<file path="src/rtl/pid_pkg.sv">
// Shared types and saturation helpers for the PID sum sequencer.
package pid_pkg;

    localparam int unsigned PID_DW = 16;

    typedef enum logic [2:0] {
        IDLE   = 3'd0,
        S_INT  = 3'd1,
        S_PADD = 3'd2,
        S_DADD = 3'd3,
        S_OUT  = 3'd4
    } pid_state_e;

    function automatic longint sat_max(input int unsigned w);
        return (longint'(1) <<< (w - 1)) - longint'(1);
    endfunction

    function automatic longint sat_min(input int unsigned w);
        return -(longint'(1) <<< (w - 1));
    endfunction

    localparam longint SAT_MAX = sat_max(PID_DW);
    localparam longint SAT_MIN = sat_min(PID_DW);

    // Overflow of the exact (unclamped) sum of two w-bit signed operands.
    function automatic logic sat_event(input longint a, input longint b, input int unsigned w);
        longint s;
        s = a + b;
        return (s > sat_max(w)) || (s < sat_min(w));
    endfunction

endpackage

</file>
<file path="src/rtl/saturating_adder_signed.sv">
// Combinational signed adder that clamps to the representable range instead of wrapping.
module saturating_adder_signed #(
    parameter int unsigned DATA_WIDTH = 16
) (
    input  logic signed [DATA_WIDTH-1:0] a_i,
    input  logic signed [DATA_WIDTH-1:0] b_i,
    output logic signed [DATA_WIDTH-1:0] sum_c_o
);

    localparam int unsigned EW = DATA_WIDTH + 1;

    logic signed [EW-1:0] exact_c;

    // Top two bits of the exact sum disagree exactly when the result does not fit.
    always_comb begin
        exact_c = EW'(a_i) + EW'(b_i);
        if (exact_c[EW-1] != exact_c[EW-2]) begin
            sum_c_o = exact_c[EW-1] ? {1'b1, {(DATA_WIDTH-1){1'b0}}}
                                    : {1'b0, {(DATA_WIDTH-1){1'b1}}};
        end else begin
            sum_c_o = exact_c[DATA_WIDTH-1:0];
        end
    end

endmodule

</file>
<file path="src/rtl/pid_sum_sequencer.sv">
// Time-shares one saturating adder to form u = sat(sat(sat(I + i_incr) + P) + D),
// owning the integrator so it clamps instead of winding up past full scale.
module pid_sum_sequencer
    import pid_pkg::*;
#(
    parameter int unsigned DATA_WIDTH = PID_DW
) (
    input  logic                  clk,
    input  logic                  rst_n,
    input  logic                  in_valid,
    output logic                  in_ready,
    input  logic [DATA_WIDTH-1:0] p_term,
    input  logic [DATA_WIDTH-1:0] i_incr,
    input  logic [DATA_WIDTH-1:0] d_term,
    input  logic                  integ_clr,
    output logic                  out_valid,
    input  logic                  out_ready,
    output logic [DATA_WIDTH-1:0] u_out,
    output logic [DATA_WIDTH-1:0] integ_out,
    output logic                  sat_flag
);

    pid_state_e state_q;

    logic signed [DATA_WIDTH-1:0] p_q;
    logic signed [DATA_WIDTH-1:0] i_q;
    logic signed [DATA_WIDTH-1:0] d_q;
    logic signed [DATA_WIDTH-1:0] integ_q;
    logic signed [DATA_WIDTH-1:0] acc_q;
    logic signed [DATA_WIDTH-1:0] u_q;
    logic signed [DATA_WIDTH-1:0] integ_out_q;
    logic                         sat_acc_q;
    logic                         sat_q;
    logic                         clr_pend_q;
    logic                         in_ready_q;
    logic                         out_valid_q;

    logic signed [DATA_WIDTH-1:0] add_a_c;
    logic signed [DATA_WIDTH-1:0] add_b_c;
    logic signed [DATA_WIDTH-1:0] sum_c;
    logic                         sat_ev_c;
    logic                         accept_c;
    logic                         clr_defer_c;

    assign accept_c    = (state_q == IDLE) && in_valid && in_ready_q;
    // A clear in IDLE without a handshake acts at once; everywhere else it waits for the next S_INT.
    assign clr_defer_c = integ_clr && !((state_q == IDLE) && !accept_c);

    // Operand selection depends only on registered state, never on live inputs.
    always_comb begin
        add_a_c = '0;
        add_b_c = '0;
        case (state_q)
            S_INT: begin
                add_a_c = clr_pend_q ? '0 : integ_q;
                add_b_c = i_q;
            end
            S_PADD: begin
                add_a_c = p_q;
                add_b_c = integ_q;
            end
            S_DADD: begin
                add_a_c = acc_q;
                add_b_c = d_q;
            end
            default: begin
                add_a_c = '0;
                add_b_c = '0;
            end
        endcase
    end

    assign sat_ev_c = sat_event(longint'(add_a_c), longint'(add_b_c), DATA_WIDTH);

    saturating_adder_signed #(
        .DATA_WIDTH (DATA_WIDTH)
    ) u_adder (
        .a_i     (add_a_c),
        .b_i     (add_b_c),
        .sum_c_o (sum_c)
    );

    always_ff @(posedge clk or negedge rst_n) begin
        if (!rst_n) begin
            state_q     <= IDLE;
            p_q         <= '0;
            i_q         <= '0;
            d_q         <= '0;
            integ_q     <= '0;
            acc_q       <= '0;
            u_q         <= '0;
            integ_out_q <= '0;
            sat_acc_q   <= 1'b0;
            sat_q       <= 1'b0;
            clr_pend_q  <= 1'b0;
            in_ready_q  <= 1'b0;
            out_valid_q <= 1'b0;
        end else begin
            if (clr_defer_c) begin
                clr_pend_q <= 1'b1;
            end
            case (state_q)
                IDLE: begin
                    if (accept_c) begin
                        p_q        <= p_term;
                        i_q        <= i_incr;
                        d_q        <= d_term;
                        in_ready_q <= 1'b0;
                        state_q    <= S_INT;
                    end else begin
                        in_ready_q <= 1'b1;
                        if (integ_clr) begin
                            integ_q <= '0;
                        end
                    end
                end
                S_INT: begin
                    integ_q    <= sum_c;
                    sat_acc_q  <= sat_ev_c;
                    // A clear arriving now belongs to the next sample.
                    clr_pend_q <= integ_clr;
                    state_q    <= S_PADD;
                end
                S_PADD: begin
                    acc_q     <= sum_c;
                    sat_acc_q <= sat_acc_q | sat_ev_c;
                    state_q   <= S_DADD;
                end
                S_DADD: begin
                    u_q         <= sum_c;
                    integ_out_q <= integ_q;
                    sat_q       <= sat_acc_q | sat_ev_c;
                    out_valid_q <= 1'b1;
                    state_q     <= S_OUT;
                end
                S_OUT: begin
                    if (out_ready) begin
                        out_valid_q <= 1'b0;
                        in_ready_q  <= 1'b1;
                        state_q     <= IDLE;
                    end
                end
                default: begin
                    state_q <= IDLE;
                end
            endcase
        end
    end

    assign in_ready  = in_ready_q;
    assign out_valid = out_valid_q;
    assign u_out     = u_q;
    assign integ_out = integ_out_q;
    assign sat_flag  = sat_q;

endmodule
</file>
<file path="config.mk">
export PLATFORM = sky130hd
export DESIGN_NAME = pid_sum_sequencer
export DESIGN_NICKNAME = d
export VERILOG_FILES = /design/src/rtl/pid_pkg.sv /design/src/rtl/saturating_adder_signed.sv /design/src/rtl/pid_sum_sequencer.sv
export SDC_FILE = /design/constraint.sdc
export NUM_CORES = 1
export LEC_CHECK = 0
export ABC_AREA = 1
export CAP_MARGIN = 40
export CORE_ASPECT_RATIO = 0.6
export CORE_UTILIZATION = 30
export CTS_BUF_LIST = sky130_fd_sc_hd__clkbuf_4
export CTS_CLUSTER_DIAMETER = 60
export DETAILED_ROUTE_END_ITERATION = 12
export HOLD_SLACK_MARGIN = 0.06
export PLACE_DENSITY = 0.58
export SYNTH_ARGS = -nofsm -noshare
export SYNTH_HDL_FRONTEND = slang
export SYNTH_SLANG_ARGS = --single-unit
</file>
<file path="constraint.sdc">
create_clock -name clk -period 6 [get_ports clk]
set_input_delay 1.2 -clock clk [delete_from_list [all_inputs] [get_ports clk]]
set_output_delay 1.2 -clock clk [all_outputs]
set_load 0.05 [all_outputs]
</file>
==> results.md <==
* Gpl congestion at roughly 0.9
* Final min period at slightly below 5 ns
* Largest family of logic cells by synthesized area: simple AND/OR/NAND/NOR gates
* Ys Warns at 0
* Sequential Power Share at 26.8%
* Period Utilization, post-route at 80.81%
* Clock Sinks at 120
* R2r endpoint: integ_q[2]
* Diode count at 0
* Leak pwr at between 3 and 4 nW
* Switching Share at between 50% and 60%
* Placed cell count at approximately 1200
* Final core occ at 38.36%
* Mux cell area share after synthesis at 0%
* Cell Count, Final, Fillers Out at 1186
* GRT overflow at 0
* CTS hold repair buffers at 0
* Total of max-cap violations at 0
* Hold Path Stages at 2
* Clock Skews at 0.03234 ns
* Post-Synth Adder-Cell Area at just over 4%
* Skew-Pair Late Insertion Delay at approximately 0.54 ns
* Synth async-reset ratio at between 90% and 100%
* Die height at 114.2 um
* Largest net degree at the start of global routing at 68
* Crit path kind: reg -> reg
* Port Buffers at 87
* Placement Setup Slack at 1.293 ns
* Xor-xnor portion of the synthesized cell area at less than 1%
* Cells on worst reg2reg path at 21
* Hold Crit Class: reg -> reg
* CTS Buf Count at 17
* Max Freq at 206.2 MHz
* All-Layer GR Usage at a little under a fifth
* Longest Clk Path Bufs at 2
* Die width at between 150 and 200 um
* Cells after synthesis at between 800 and 900
* Most common cell after layout, fill and taps aside: nand2_1
* Flop2flop setup slack at ~1.2 ns
* DR vias/cell at roughly 4.8
* Setup crit end kind: flop
* Final setup margin at between 1 and 1.5 ns
* Post-synthesis simple-gate area fraction at between 30% and 40%
* Hold path startpoint: u_out[11]
* Logic gate share of total power at around three fifths
* Hold Path Sink: u_out[11]
* Setup TNS at 0 ns
* Layout cells sized above 1 at 10.41%
* Drt wl/cell at roughly 17 um
* Nets at between 900 and 1000
* Routed WL at 19580 um
* Most frequent cells in the layout: 366 x nand2_1, 120 x dfrtp_1, 86 x clkdlybuf4s50_1
* Clock transition at path regs at ~0.13 ns
* Compound-Gate Fraction of Synth Area at 11.23%
* Design Power at slightly above 5 mW
* Vias at 5635
* WP data required at 6.39 ns
* Worst setup SP type: flop
* Max_slew headroom at ~45%
* CTS tree: done
* Slew Viols, Final at 0
* H-tree depth at 4
* Initial core utilization at between 30% and 40%
* CTS root buf: clkbuf_4
* Final hold violations at 0
* Sequential fraction of the synthesis area at around 48%
* First-pass GRT wire length at between 30000 and 40000 um
* Data arrival time at the worst-slack endpoint at around 5.2 ns
* Outcome: completed
* P_int at about 2.4 mW
* Pwr dens at between 600 and 700 mW/mm^2
* Worst Tran Pin Value at roughly 0.83 ns
* Post-cts gate resize count at 0
* Top FF cell, synth: dfrtp_1
* DRC violation count after routing at 0
* Std cell rows at 40
* Initial antenna violation count at 0
* Full die area at about 0.022 mm^2
* RSZ-0062 raised after global routing: false
* Synth-to-layout area growth at 23.49%
* Switching power at 2.759 mW
* Worst hold slack at a little under 0.5 ns
* Placed Area at between 0.007 and 0.008 mm^2
* Design area at about 0.008 mm^2
* Placeable Area at 0.02027 mm^2
* Final antenna-violating net count at 0
* Endpoints failing setup at 0
* Post-synth EDFFs at 0
* Drt pass-1 iters at 5
* DP HPWL at 14550 um
* Netlist Area Pre-Place at around 0.0063 mm^2
* Synth unique cells at 37
* Synth Register Bits at 120
* Maximum VDD drop at approximately 290 uV
* Syn_nets at 890
* DR iter-0 viols at 473
* Clk pwr share at 12.7%
* Critical path peak fanout at 17
* Vias in the first global route at roughly 5400
* Post-CTS Setup Inserts at 0
* Worst reg2reg path startpoint: state_q[1]
* Syn avg cell area at 7.708 um^2
* Number of I/O pins at 88
==> synthesized netlist by cell type (3+ instances only) <==
master / number / share of area (%)
a21oi_1: 9 / 0.72
nor2_1: 24 / 1.4
inv_1: 67 / 4.0
nand3_1: 29 / 2.3
o21ai_1: 14 / 1.1
nor2_2: 3 / 0.30
o21ai_0: 35 / 2.8
ha_1: 19 / 3.8
o22ai_2: 5 / 0.99
inv_2: 4 / 0.24
dfrtp_1: 120 / 48
nand3b_1: 3 / 0.36
nand4_1: 4 / 0.40
o211ai_1: 16 / 1.9
buf_2: 5 / 0.40
a22oi_1: 5 / 0.60
nand2_1: 367 / 22
clkbuf_1: 26 / 1.5
nand2_2: 18 / 1.8
o21ai_2: 11 / 1.5
o22ai_1: 12 / 1.2
==> how the worst max path moves through the flow <==
stage / cells past startpoint / slack [ns] / startpoint / endpoint
2_1_floorplan: 21 / 2.38 / state_q[2] / acc_q[9]
3_3_place_gp: 20 / 1.31 / state_q[0] / u_out[2]
3_5_place_dp: 22 / 1.29 / state_q[0] / u_out[2]
4_1_cts: 22 / 1.23 / state_q[0] / u_out[2]
5_1_grt: 21 / 0.78 / state_q[1] / acc_q[2]
6_report: 21 / 1.15 / state_q[1] / integ_q[2]
==> sequential cells by signal, summed over array words and instances (netlist names) <==
name / flops
acc_q: 16
clr_pend_q: 1
d_q: 16
i_q: 16
in_ready: 1
integ_out: 16
integ_q: 16
out_valid: 1
p_q: 16
sat_acc_q: 1
sat_flag: 1
state_q: 3
u_out: 16
==> layout make-up <==
| cell class | instances | area [um^2] |
|---|---|---|
| fillers | 2117 | 12490 |
| flip-flops and latches | 120 | 3003 |
| multi-input cells | 591 | 2887 |
| repair buffers | 97 | 950.9 |
| well taps | 273 | 341.6 |
| inverters | 73 | 274.0 |
| clock inverters | 15 | 192.7 |
| clock buffers | 17 | 127.6 |
==> power groups by stage <==
stage | combinational [mW] | sequential, mW | clock, mW
after detailed placement | 3.08 | 1.39 | 0
after global routing | 3.41 | 1.42 | 0.707
after floorplan | 1.78 | 1.69 | 0
final | 3.12 | 1.38 | 0.657
after global placement | 3.06 | 1.40 | 0
after CTS | 3.09 | 1.38 | 0.674
==> metal layers <==
metal	GRT usage [%]	up-vias	wire length (um)
li1	-	2770	-
met1	32.31	2597	10830
met3	5.670	9	1931
met2	22.57	259	6721
met4	2.473	0	92
met5	0	-	0
==> cell families after synthesis <==
family | after synthesis
buf+inv | 106
simple gates | 460
fa+ha+maj | 20
flops | 120
compound gates | 110
xor+xnor | 1
==> worst max-delay path, stage by stage, from the launching register on <==
cell	delay, ns
dfrtp_1	0.45
inv_1	0.10
nand2_1	0.45
clkinv_1	0.66
nand2_1	0.23
o211ai_1	0.13
ha_1	0.24
fa_1	0.41
nand2_1	0.09
nand2_2	0.10
nand3b_4	0.10
nand2_4	0.06
nand2_2	0.07
nand2_2	0.06
nand2_1	0.07
nand2_1	0.06
nand2_2	0.12
ha_1	0.30
inv_1	0.35
nand2_4	0.21
o21ai_0	0.28
o22ai_1	0.14
Power figures use the tool's default switching activity.
